## src/rtl/ex_mem_skid_pkg.sv

```systemverilog
// ex_mem_skid_pkg: shared state enum, branch funct3 encodings and stage payload for the EX/MEM skid stage.
package ex_mem_skid_pkg;
  localparam int PL_DATA_W = 32;
  localparam int PL_RD_W = 5;
  typedef enum logic [1:0] {EMPTY, HALF, FULL} state_t;
  localparam logic [2:0] F3_BEQ  = 3'b000;
  localparam logic [2:0] F3_BNE  = 3'b001;
  localparam logic [2:0] F3_BLT  = 3'b100;
  localparam logic [2:0] F3_BGE  = 3'b101;
  localparam logic [2:0] F3_BLTU = 3'b110;
  localparam logic [2:0] F3_BGEU = 3'b111;
  typedef struct packed {
    logic [PL_DATA_W-1:0] result;
    logic [PL_RD_W-1:0]   rd;
    logic                 reg_write;
    logic                 mem_write;
    logic [1:0]           result_src;
    logic [PL_DATA_W-1:0] pc_target;
    logic                 pc_src;
  } payload_t;
endpackage

```

## src/rtl/ex_branch_cond.sv

```systemverilog
// ex_branch_cond: branch condition from subtract flags and funct3.
module ex_branch_cond
  import ex_mem_skid_pkg::*;
(
  input  logic       z,
  input  logic       n,
  input  logic       v,
  input  logic       c,
  input  logic [2:0] funct3,
  output logic       taken
);
  always_comb
    taken = funct3 == F3_BEQ  ? z :
            funct3 == F3_BNE  ? !z :
            funct3 == F3_BLT  ? n ^ v :
            funct3 == F3_BGE  ? !(n ^ v) :
            funct3 == F3_BLTU ? !c :
            funct3 == F3_BGEU ? c : 1'b0;
endmodule

```

## src/rtl/ex_mem_skid.sv

```systemverilog
// ex_mem_skid: EX/MEM pipeline register as a two-entry skid buffer with registered in_ready.
// Branch resolution at capture is enabled by defining EX_MEM_BRANCH_RESOLVE_EN.
module ex_mem_skid
  import ex_mem_skid_pkg::*;
#(
  parameter int DATA_W = 32,
  parameter int RD_W   = 5
) (
  input  logic              clk,
  input  logic              rst,
  input  logic              in_valid,
  output logic              in_ready,
  input  logic [DATA_W-1:0] in_result,
  input  logic              in_z,
  input  logic              in_n,
  input  logic              in_v,
  input  logic              in_c,
  input  logic [RD_W-1:0]   in_rd,
  input  logic              in_reg_write,
  input  logic              in_mem_write,
  input  logic [1:0]        in_result_src,
  input  logic              in_branch,
  input  logic [2:0]        in_funct3,
  input  logic [DATA_W-1:0] in_pc_target,
  input  logic              flush,
  output logic              out_valid,
  input  logic              out_ready,
  output logic [DATA_W-1:0] out_result,
  output logic [RD_W-1:0]   out_rd,
  output logic              out_reg_write,
  output logic              out_mem_write,
  output logic [1:0]        out_result_src,
  output logic [DATA_W-1:0] out_pc_target,
  output logic              out_pc_src
);
  state_t state, state_nx;
  payload_t main_q, skid_q, cap;
  logic acc, xfer, taken;
`ifdef EX_MEM_BRANCH_RESOLVE_EN
  logic cond;
  ex_branch_cond u_cond (
    .z(in_z), .n(in_n), .v(in_v), .c(in_c), .funct3(in_funct3), .taken(cond)
  );
  assign taken = in_branch && cond;
`else
  logic unused_branch;
  assign unused_branch = ^{in_branch, in_funct3, in_z, in_n, in_v, in_c};
  assign taken = 1'b0;
`endif
  assign cap = '{result: in_result, rd: in_rd, reg_write: in_reg_write, mem_write: in_mem_write,
                 result_src: in_result_src, pc_target: in_pc_target, pc_src: taken};
  // a flushed cycle never accepts, so the killed input is simply dropped
  assign acc = in_valid && in_ready && !flush;
  assign xfer = out_valid && out_ready;
  assign out_valid = state != EMPTY;
  always_comb begin
    state_nx = state;
    if (flush) state_nx = EMPTY;
    else
      case (state)
        EMPTY:   state_nx = acc ? HALF : EMPTY;
        HALF:    state_nx = (acc && !xfer) ? FULL : (!acc && xfer) ? EMPTY : HALF;
        FULL:    state_nx = xfer ? HALF : FULL;
        default: state_nx = EMPTY;
      endcase
  end
  always_ff @(posedge clk or negedge rst)
    if (!rst) begin
      state    <= EMPTY;
      in_ready <= 1'b0;
      main_q   <= '0;
      skid_q   <= '0;
    end else begin
      state    <= state_nx;
      in_ready <= state_nx != FULL;
      if ((state == EMPTY && acc) || (state == HALF && acc && xfer)) main_q <= cap;
      else if (state == FULL && xfer) main_q <= skid_q;
      if (state == HALF && acc && !xfer) skid_q <= cap;
    end
  assign out_result     = main_q.result;
  assign out_rd         = main_q.rd;
  assign out_reg_write  = main_q.reg_write;
  assign out_mem_write  = main_q.mem_write;
  assign out_result_src = main_q.result_src;
  assign out_pc_target  = main_q.pc_target;
  assign out_pc_src     = main_q.pc_src;
endmodule

```

## config.mk

```make
export PLATFORM = sky130hd
export DESIGN_NAME = ex_mem_skid
export DESIGN_NICKNAME = d
export VERILOG_FILES = /design/src/rtl/ex_mem_skid_pkg.sv /design/src/rtl/ex_branch_cond.sv /design/src/rtl/ex_mem_skid.sv
export SDC_FILE = /design/constraint.sdc
export NUM_CORES = 1
export LEC_CHECK = 0
export BUFFER_PORTS_ARGS = -buffer_cell sky130_fd_sc_hd__buf_2
export CORE_MARGIN = 1.5
export CORE_UTILIZATION = 35
export DETAILED_ROUTE_END_ITERATION = 10
export GPL_TIMING_DRIVEN = 0
export SLEW_MARGIN = 20
export SYNTH_ARGS = -nofsm -noshare
export SYNTH_HDL_FRONTEND = slang
export SYNTH_SLANG_ARGS = --single-unit
```

## constraint.sdc

```tcl
create_clock -name clk -period 2.1 [get_ports clk]
set_input_delay 0.21 -clock clk [delete_from_list [all_inputs] [get_ports clk]]
set_output_delay 0.21 -clock clk [all_outputs]
set_load 0.01 [all_outputs]
```

After elaboration in Yosys (flattened, before gate mapping) --
Index checks and enable logic that the tools add are counted.
Storage, ports and cells: register bits 150, logic and storage cells 43, input port bits 86, output and inout port bits 76
Operators by class: reduce and logical (&&, ||, !) cells 17, multiplexer cells 8, equality and inequality tests 3
Operators with widths (number):
- 74-bit two-way mux | 2
- 1-bit logical AND | 10
- 2-bit two-way mux | 3
- 2-bit case mux with 3 select lines | 1
- 2-bit nonzero test | 2
- 1-bit zero test | 3
- 2-bit by 1-bit equality test with 1-bit output (second input constant) | 1
- 2-bit equality test (second input constant) | 1
- 2-bit zero test | 1
- 1-bit two-way mux | 2
- 2-bit inequality test (second input constant) | 1
- 1-bit logical OR | 1

Longest topological paths before layout --
Gate-level depths: netlist of the first run.
depth in word-level cells 9, depth in mapped cells 6, depth with buffers taken out 6

Least setup slack after synthesis of the first run --
OpenSTA, ideal clock, no wires.
path type flip-flop to flip-flop, start register state[1], end register main_q, in the netlist out_rd[1], required time 1.975 ns, path buffers 1, clock period less this slack 1.574 ns, setup time 0.125 ns, cell stages (with the launch flop) 5, arrival time 1.449 ns, slack 0.526 ns, path through dfrtp_1 and4bb_2 o21ai_2 buf_4 mux2_2
Between the ends: cells in the longest elaborated chain, start to end 5, elaborated cells between the ends (all ways) 12, those cells by class eq/ne (2); mux (1); reduce/logical (9)
RTL lines:
- from (decl) | RTL line ex_mem_skid.sv:36 | state_t state, state_nx;
- from (signal assigned) | RTL line ex_mem_skid.sv:74 | state <= state_nx;
- 2-bit by 1-bit equality test with 1-bit output / 2-bit nonzero test (equally long branches) | RTL line ex_mem_skid.sv:76, ex_mem_skid.sv:55
- 1-bit logical AND (on tied branches) | RTL line ex_mem_skid.sv:76, ex_mem_skid.sv:54
- 1-bit logical AND | RTL line ex_mem_skid.sv:76 | if ((state == EMPTY && acc) || (state == HALF && acc && xfer)) main_q <= cap;
- 1-bit logical OR | RTL line ex_mem_skid.sv:76
- 74-bit two-way mux / 2-bit nonzero test (equally long branches)
- to (signal assigned) | RTL line ex_mem_skid.sv:76
- to (signal assigned) | RTL line ex_mem_skid.sv:77 | else if (state == FULL && xfer) main_q <= skid_q;
- to (decl) | RTL line ex_mem_skid.sv:37 | payload_t main_q, skid_q, cap;
Several ways; a longest one is shown, not always the timed one. A chain may end at the register's enable or synchronous reset.

Final worst setup path of the first run --
start register state[0], end register main_q, in the netlist out_rd[1]
Same word-level chain as after synthesis.

==> impl_metrics.toml, run 1 <==
[global_route]
grt_max_degree = 79
grt_pass1_vias = 4382
grt_pass1_wl_um = 22500
overflow = 0
antenna_found_initial = 1
grt_util_all_layers = 0.149

[worst_setup_path]
crit_buf_inv = 2
rr_startpoint = "state[0]"
crit_family = "compound AO/OA/AOI/OAI gates"
cp_max_fo = 10
worst_setup_path_end_kind = "flop"
reg2reg_to = "out_rd[1]"
cp.required_ns = 2.41
crit_slowest_cell = "o21ai_2"
r2r_cells = 4
critPathLaunchType = "flop"
crit_arrival_ns = 2.22
startpoint = "state[0]"
path_class = "reg -> reg"
cp.depth = 4
reg2reg_slack_ns = 0.19
cp_cell_sequence = "inv_1, o21ai_2, buf_4, mux2_2"
crit_path_end = "out_rd[1]"
slowest_delay_ns = 0.60

[floorplanning]
io_pins = 162
rows = 49
fp.dieH_um = 140
initial_core_util = 0.362
die_area_mm2 = 0.0196
coreArea_mm2 = 0.0182
fp.dieW_um = 140

[place]
detailed_place_hpwl_um = 9780
dp_cells = 793
portBuffers = 152
dpl_worst_slack_ns = 0.104
gp_congestion = 0.688

[detailed_routing]
vias = 3965
ant_nets = 0
drc = 0
wire_per_inst_um = 16.5
dr.pass1.iters = 4
wl_um = 13600
drt_iter0_markers = 87
drt-vias-per-instance = 4.79

[cts]
tritoncts = "yes"
cts_made_buffers = 17
clk_latency_ns = 0.42
clk_pin_slew_worst_paths_ns = 0.06
post-cts-setup-buffers = 0
holdBufCountCts = 2
cts_root_buf = "clkbuf_16"
htree_levels = 4
clk_path_buf_depth = 2
cts_resized = 0
clock-sinks = 149

[synth]
yosys_warnings = 0
syn_area_per_cell_um2 = 16.0
netlist_area_mm2 = 0.00659
yosysUniqueCellTypes = 20
ys_ff_latch = 149
synthCells = 411
yosysSeqAreaShare = 0.566
syn_nets = 498

[sta]
rsz0062_at_grt = "no"
worst_slack_ns = 0.188
fin_crit_sh = 0.910
finalSetupViolCount = 0
drv_slew = 0
max_freq_mhz = 523
tns_ns = 0
hold_viol = 0
worst_pin_slew_ns = 0.731
fin_skew_ns = 0.00705
finalCriticalPeriod_ns = 1.91
slew_headroom = 0.513

[cells_and_area]
fin_cells = 828
area_delta_synth_final_pct = 26.2
nNetsFinal = 672
drive_above_1_share = 0.722
post-route-util = 0.457

[job]
maxCapViolCount = 0

[power]
irDropWorstVdd_mv = 0.553
leakage_nw = 3.91
p_total_mw = 8.97
powerDensity_mw_per_mm2 = 1080

[outcome]
outcome = "completed"

[hold_path]
worst_hold_path_type = "in -> reg"
## power by group
part / internal (mW) / leakage, nW / switching [mW]
logic: 1.12 / 1.82 / 0.712
clock network: 1.97 / 0.299 / 1.18
registers: 3.64 / 1.79 / 0.350
## cell families after synthesis
kind of cell / count (synthesis) / synth area share
and+or+nand+nor: 12 / 0.0137
DFF: 149 / 0.566
muxes: 219 / 0.377
buffers and inverters: 25 / 0.0369
AOI/OAI and AO/OA: 4 / 0.00399
other: 1 / 0.000569
adders and majority gates: 1 / 0.00190
## worst min path at each step
stage | endpoint | start | slack, ns | depth (start not counted)
floorplan | in_ready | rst | -0.09 | 0
finish | out_result[25] | in_result[25] | 0.03 | 2
global placement | state[0] | flush | 0.41 | 2
global route | skid_q[47] | in_result[5] | 0.009 | 2
CTS | skid_q[47] | in_result[5] | 0.009 | 2
detailed placement | out_result[30] | rst | 0.21 | 1
## synthesized netlist by cell type
cell / number / area [um2]
mux2_2: 215 / 2420
dfrtp_1: 149 / 3730
buf_6: 17 / 191
buf_4: 5 / 37.5
mux2_4: 4 / 60.1
nand2_1: 3 / 11.3
nand3b_1: 3 / 22.5
a21oi_1: 2 / 10.0
buf_2: 2 / 10.0
a21o_1: 1 / 7.51
and4bb_2: 1 / 12.5
conb_1: 1 / 3.75
ha_1: 1 / 12.5
inv_1: 1 / 3.75
nand3_1: 1 / 5.00
nand3b_4: 1 / 20.0
nor2_1: 1 / 3.75
o21ai_2: 1 / 8.76
or2_2: 1 / 6.26
or3b_2: 1 / 8.76
## through the flow
step                      hold WS (ns)  cell area, um2
after floorplan                -0.0856            6590
after global placement           0.415            7630
after global routing           0.00921            8310
final                           0.0314            8310
after detailed placement         0.212            7670
after CTS                      0.00946            8310
## layout by cell type (no fill, tap or decap), types with 2 or more instances in the layout
cell type / synthesis / layout
a21oi_1: 2 / 2
buf_2: 2 / 153
buf_4: 5 / 5
buf_6: 17 / 17
bufinv_16: 0 / 3
clkbuf_16: 0 / 17
clkbuf_8: 0 / 3
clkinv_2: 0 / 2
clkinv_4: 0 / 4
clkinvlp_4: 0 / 2
dfrtp_1: 149 / 149
dlygate4sd3_1: 0 / 2
mux2_2: 215 / 215
mux2_4: 4 / 4
nand2_1: 3 / 3
nand3b_1: 3 / 3
## registers in the layout, summed over array words and instances (netlist names)
| name | count |
|---|---|
| in_ready | 1 |
| out_reg_write | 1 |
| skid_q | 73 |
| out_result | 32 |
| out_result_src | 2 |
| out_rd | 5 |
| out_mem_write | 1 |
| state | 2 |
| out_pc_target | 32 |
## routing by layer
layer  share of wire  track usage
met1            0.41        0.166
met2            0.52        0.264
met3           0.054       0.0465
met4           0.015       0.0565
met5               0            0
## area by class of cell
cell class,count,area (um2)
Multi-Input combinational cell,237,2610
Sequential cell,149,3730
Tap cell,229,287
Antenna cell,1,2.50
Timing Repair Buffer,155,818
Inverter,1,3.75
Buffer,24,239
Fill cell,1630,9900
Clock inverter,11,150
Clock buffer,21,470
No activity file was read; power rests on OpenSTA's default activity.
==> inputs of run 2 (changes only) <==
PLACE_DENSITY = 0.67   (was default)
SLEW_MARGIN = default   (was 20)
==> run 2 against run 1 <==
  * Worst setup slack improved by 0.13 ns
  * Fmax rose by 7.4%
  * Cell count decreased by 0.24%
  * Register-to-register slack better by 0.13 ns
  * Die area unchanged
  * Sequential power about the same
  * Sequential share of layout area decreased by 0.24 points
  * Final area up 0.53%
  * Routed wire length rose by 0.98%
  * Core utilization is 0.24 points higher
  * Non-clock buffer count stayed put
  * Critical path type unchanged
  * Critical endpoint is now skid_q[41]
==> impl_metrics.toml, run 2 (synthesis results as in run 1) <==
[detailed_routing]
route.met3.wl_um = 548
top_layer = "met4"
drt-vias-per-instance = 4.78
wire_per_inst_um = 16.7
drc = 0
dr.pass1.iters = 4
vias = 3947
drt_iter0_markers = 83
route.met2.wl_um = 7310
wl_um = 13800
ant_nets = 0
wl_met1_um = 5690

[floorplanning]
fp.dieH_um = 140
io_pins = 162
die_area_mm2 = 0.0196
fp.dieW_um = 140
coreArea_mm2 = 0.0182
initial_core_util = 0.362
rows = 49

[place]
dp_cells = 793
dpl_worst_slack_ns = 0.0605
portBuffers = 152
detailed_place_hpwl_um = 10000
gp_congestion = 0.709
dpl_cell_area_mm2 = 0.00767

[global_route]
overflow = 0
grt_max_degree = 80
grt_pass1_wl_um = 22900
grt_util_all_layers = 0.149
grt_pass1_vias = 4497
antenna_found_initial = 0

[sta]
drv_slew = 0
hold_viol = 0
worst_slack_ns = 0.321
finalSetupViolCount = 0
fin_crit_sh = 0.847
tns_ns = 0
whs_ns = 0.0413
fin_skew_ns = 0.00741
rsz0062_at_grt = "no"
finalCriticalPeriod_ns = 1.78
worst_pin_slew_ns = 0.668
max_freq_mhz = 562
slew_headroom = 0.555

[cells_and_area]
largest_register_ffs = 73
num-fill-cells = 1626
area_delta_synth_final_pct = 26.9
drive_above_1_share = 0.722
post-route-util = 0.459
num_antenna_cells = 0
stdcell_area_mm2 = 0.00836
nNetsFinal = 672
fin_cells = 826
layout_common_cells = "215 x mux2_2, 153 x buf_2, 149 x dfrtp_1"
layout_commonest_cell = "mux2_2"
regMostFlops = "skid_q"

[job]
maxCapViolCount = 0

[worst_setup_path]
critPathLaunchType = "flop"
path_class = "reg -> reg"
slowest_delay_ns = 0.46
reg2reg_slack_ns = 0.32
cp.required_ns = 2.39
worst_setup_path_end_kind = "flop"
cp_cell_sequence = "and4bb_2, nand3b_1, buf_4, buf_6, mux2_2"
crit_arrival_ns = 2.07
cp_max_fo = 10
rr_startpoint = "state[1]"
r2r_cells = 5
reg2reg_to = "skid_q[41]"
crit_slowest_cell = "dfrtp_1"

[cts]
clk_latency_ns = 0.41
tritoncts = "yes"
clk_pin_slew_worst_paths_ns = 0.06
clk_path_buf_depth = 2
post-cts-setup-buffers = 0
cts_made_buffers = 17
cts_root_buf = "clkbuf_16"
clock-sinks = 149
htree_levels = 4

[hold_path]
min-delay-start = "in_result[21]"
worst_hold_path_type = "in -> reg"
min_to = "out_result[21]"
worst_hold_path.num_cells = 2

[power]
irDropWorstVdd_mv = 0.526
powerDensity_mw_per_mm2 = 1110
p_total_mw = 9.24
leakage_nw = 3.93

[outcome]
outcome = "completed"
## run 2: per-layer routing
| layer | vias to the layer above | track usage |
|---|---|---|
| met5 | - | 0 |
| met2 | 87 | 0.264 |
| met4 | 0 | 0.0521 |
| met1 | 2011 | 0.174 |
| li1 | 1836 | - |
| met3 | 13 | 0.0407 |
## run 2: worst max-delay path by stage
stage,start,endpoint,slack (ns),cells after the start
6_report,state[1],skid_q[41],0.32,5
5_1_grt,state[0],out_result[1],0.17,4
4_1_cts,state[0],out_result[1],0.03,4
3_5_place_dp,state[0],out_result[1],0.06,4
3_3_place_gp,rst,skid_q[38],-1.16,1
2_1_floorplan,state[1],out_rd[1],0.53,4
## run 2: layout make-up
cell class              instances  area (um2)  share of cell area
clock inverters                10         193              0.0231
repair buffers                155         815              0.0975
clock buffers                  21         470              0.0563
plain buffers                  24         239              0.0286
flip-flops and latches        149        3730               0.446
well taps                     229         287              0.0343
multi-input cells             237        2620               0.314
inverters                       1        3.75            0.000449
## run 2: what timing repair did
| item | 4_1_cts | 5_1_grt |
|---|---|---|
| hold buffers | 2 | 0 |
| endpoints found under the setup margin | 0 | 18 |
| endpoints found under the hold margin | 72 | 0 |
| resized for setup | 0 | 1 |
## run 2: where the power goes
part | internal [mW] | leakage, nW | total (mW) | switching [mW]
logic | 1.12 | 1.82 | 1.85 | 0.722
registers | 3.64 | 1.79 | 4.01 | 0.364
clock network | 2.21 | 0.321 | 3.39 | 1.18
## run 2: worst max-delay path: cells and delay by family, from the launching register on
| family | cells | cell delay [ns] |
|---|---|---|
| buf+inv | 2 | 0.46 |
| flops | 1 | 0.46 |
| mux | 1 | 0.34 |
| simple gates | 2 | 0.38 |
==> inputs of run 3 (changes only) <==
clock period = 1.85 ns   (was 2.1 ns; I/O delays follow)
==> run 3 against run 2 <==
  * Worst hold slack got worse by 0.022 ns
  * Register-to-register slack got worse by 0.20 ns
  * Combinational power increased by 15%
  * Clock skew about the same
  * Final area increased by 1.5%
  * Non-clock buffer count increased by 11
  * Clock power increased by 14%
  * Via count increased by 1.3%
  * Largest power group unchanged
==> impl_metrics.toml, run 3 (synthesis results as in run 1) <==
[detailed_routing]
ant_nets = 0
wl_um = 13800
drc = 0
drt_iter0_markers = 110
dr.pass1.iters = 4
wire_per_inst_um = 16.5
drt-vias-per-instance = 4.78
vias = 4000

[place]
portBuffers = 152
dpl_worst_slack_ns = -0.190
gp_congestion = 0.709
dpl_cell_area_mm2 = 0.00767
detailed_place_hpwl_um = 10000

[sta]
fin_crit_sh = 0.936
finalCriticalPeriod_ns = 1.73
drv_slew = 0
hold_viol = 0
slew_headroom = 0.555
finalSetupViolCount = 0
max_freq_mhz = 577
worst_pin_slew_ns = 0.668
fin_skew_ns = 0.00710
rsz0062_at_grt = "no"
worst_slack_ns = 0.118

[global_route]
overflow = 0
grt_max_degree = 80
grt_util_all_layers = 0.150
grt_pass1_vias = 4554
antenna_found_initial = 0
grt_pass1_wl_um = 23100

[hold_path]
worst_hold_path.num_cells = 2
min_to = "skid_q[37]"
min-delay-start = "in_rd[0]"
worst_hold_path_type = "in -> reg"

[worst_setup_path]
startpoint = "state[0]"
worst_setup_path_end_kind = "flop"
reg2reg_to = "out_pc_target[3]"
path_class = "reg -> reg"
reg2reg_slack_ns = 0.12
r2r_cells = 5
rr_startpoint = "state[0]"
critPathLaunchType = "flop"
cp_max_fo = 10
cp.required_ns = 2.14
crit_arrival_ns = 2.02

[floorplanning]
fp.dieW_um = 140
initial_core_util = 0.362
die_area_mm2 = 0.0196
fp.dieH_um = 140
io_pins = 162
rows = 49
coreArea_mm2 = 0.0182

[cts]
clk_latency_ns = 0.41
clock-sinks = 149
htree_levels = 4
tritoncts = "yes"
clk_path_buf_depth = 2
clk_pin_slew_worst_paths_ns = 0.06
cts_root_buf = "clkbuf_16"
cts_made_buffers = 17

[cells_and_area]
stdcell_area_mm2 = 0.00848
largest_register_ffs = 73
drive_above_1_share = 0.712
layout_commonest_cell = "mux2_2"
nNetsFinal = 683
layout_common_cells = "215 x mux2_2, 153 x buf_2, 148 x dfrtp_1"
num_antenna_cells = 0
area_delta_synth_final_pct = 28.7
regMostFlops = "skid_q"

[outcome]
outcome = "completed"

[power]
powerDensity_mw_per_mm2 = 1240
irDropWorstVdd_mv = 0.598
p_total_mw = 10.5
leakage_nw = 3.98

[job]
maxCapViolCount = 0
[run 3: cell count changes in the layout (fill, tap and decap cells not counted), sizes merged]
cell         change
buf              +1
dlygate4sd3     +10
[run 3: how the worst max path moves through the flow]
stage	end	slack [ns]	cells after the start
floorplan	out_rd[1]	0.28	4
finish	out_pc_target[3]	0.12	5
detailed placement	out_result[1]	-0.19	4
global route	out_result[1]	0.007	5
CTS	out_result[1]	0.02	4
global placement	skid_q[38]	-1.39	1
[run 3: power breakdown]
part | internal (mW) | switching [mW] | total [mW] | leakage [nW]
sequential | 4.13 | 0.413 | 4.55 | 1.79
clock | 2.51 | 1.33 | 3.85 | 0.321
combinational | 1.30 | 0.824 | 2.12 | 1.87
[run 3: metal layers]
metal | track usage | up-vias | wire [um]
li1 | - | 1858 | -
met1 | 0.176 | 2034 | 5720
met2 | 0.263 | 91 | 7270
met3 | 0.0400 | 17 | 531
met4 | 0.0582 | 0 | 297
met5 | 0 | - | 0
[run 3: layout make-up]
cell class	instances	area [um2]
fillers	1622	9730
flip-flops and latches	149	3730
multi-input cells	237	2620
repair buffers	166	935
clock buffers	21	470
well taps	229	287
plain buffers	24	239
clock inverters	10	193
inverters	1	3.75
[run 3: what timing repair did]
action,CTS,global route
buffers inserted,0,1
pin swaps,1,1
endpoints found under the hold margin,86,0
resized for setup,1,1
hold buffers,12,0
endpoints found under the setup margin,70,53
[run 3: per-stage QoR]
stage,hold WS (ns),TNS (ns),std cells,utilization
6_report,0.0195,0,837,0.466
5_1_grt,0.000197,0,837,0.466
4_1_cts,0.0000104,0,836,0.464
3_5_place_dp,0.240,-7.78,793,0.421
3_3_place_gp,0.384,-209.68,792,0.419
2_1_floorplan,-0.111,0,411,-
[run 3: worst max-delay path, cell delays in order (launching register included)]
cell	delay (ns)
dfrtp_1	0.45
nand3b_4	0.19
buf_6	0.18
buf_6	0.18
mux2_2	0.34
mux2_2	0.27
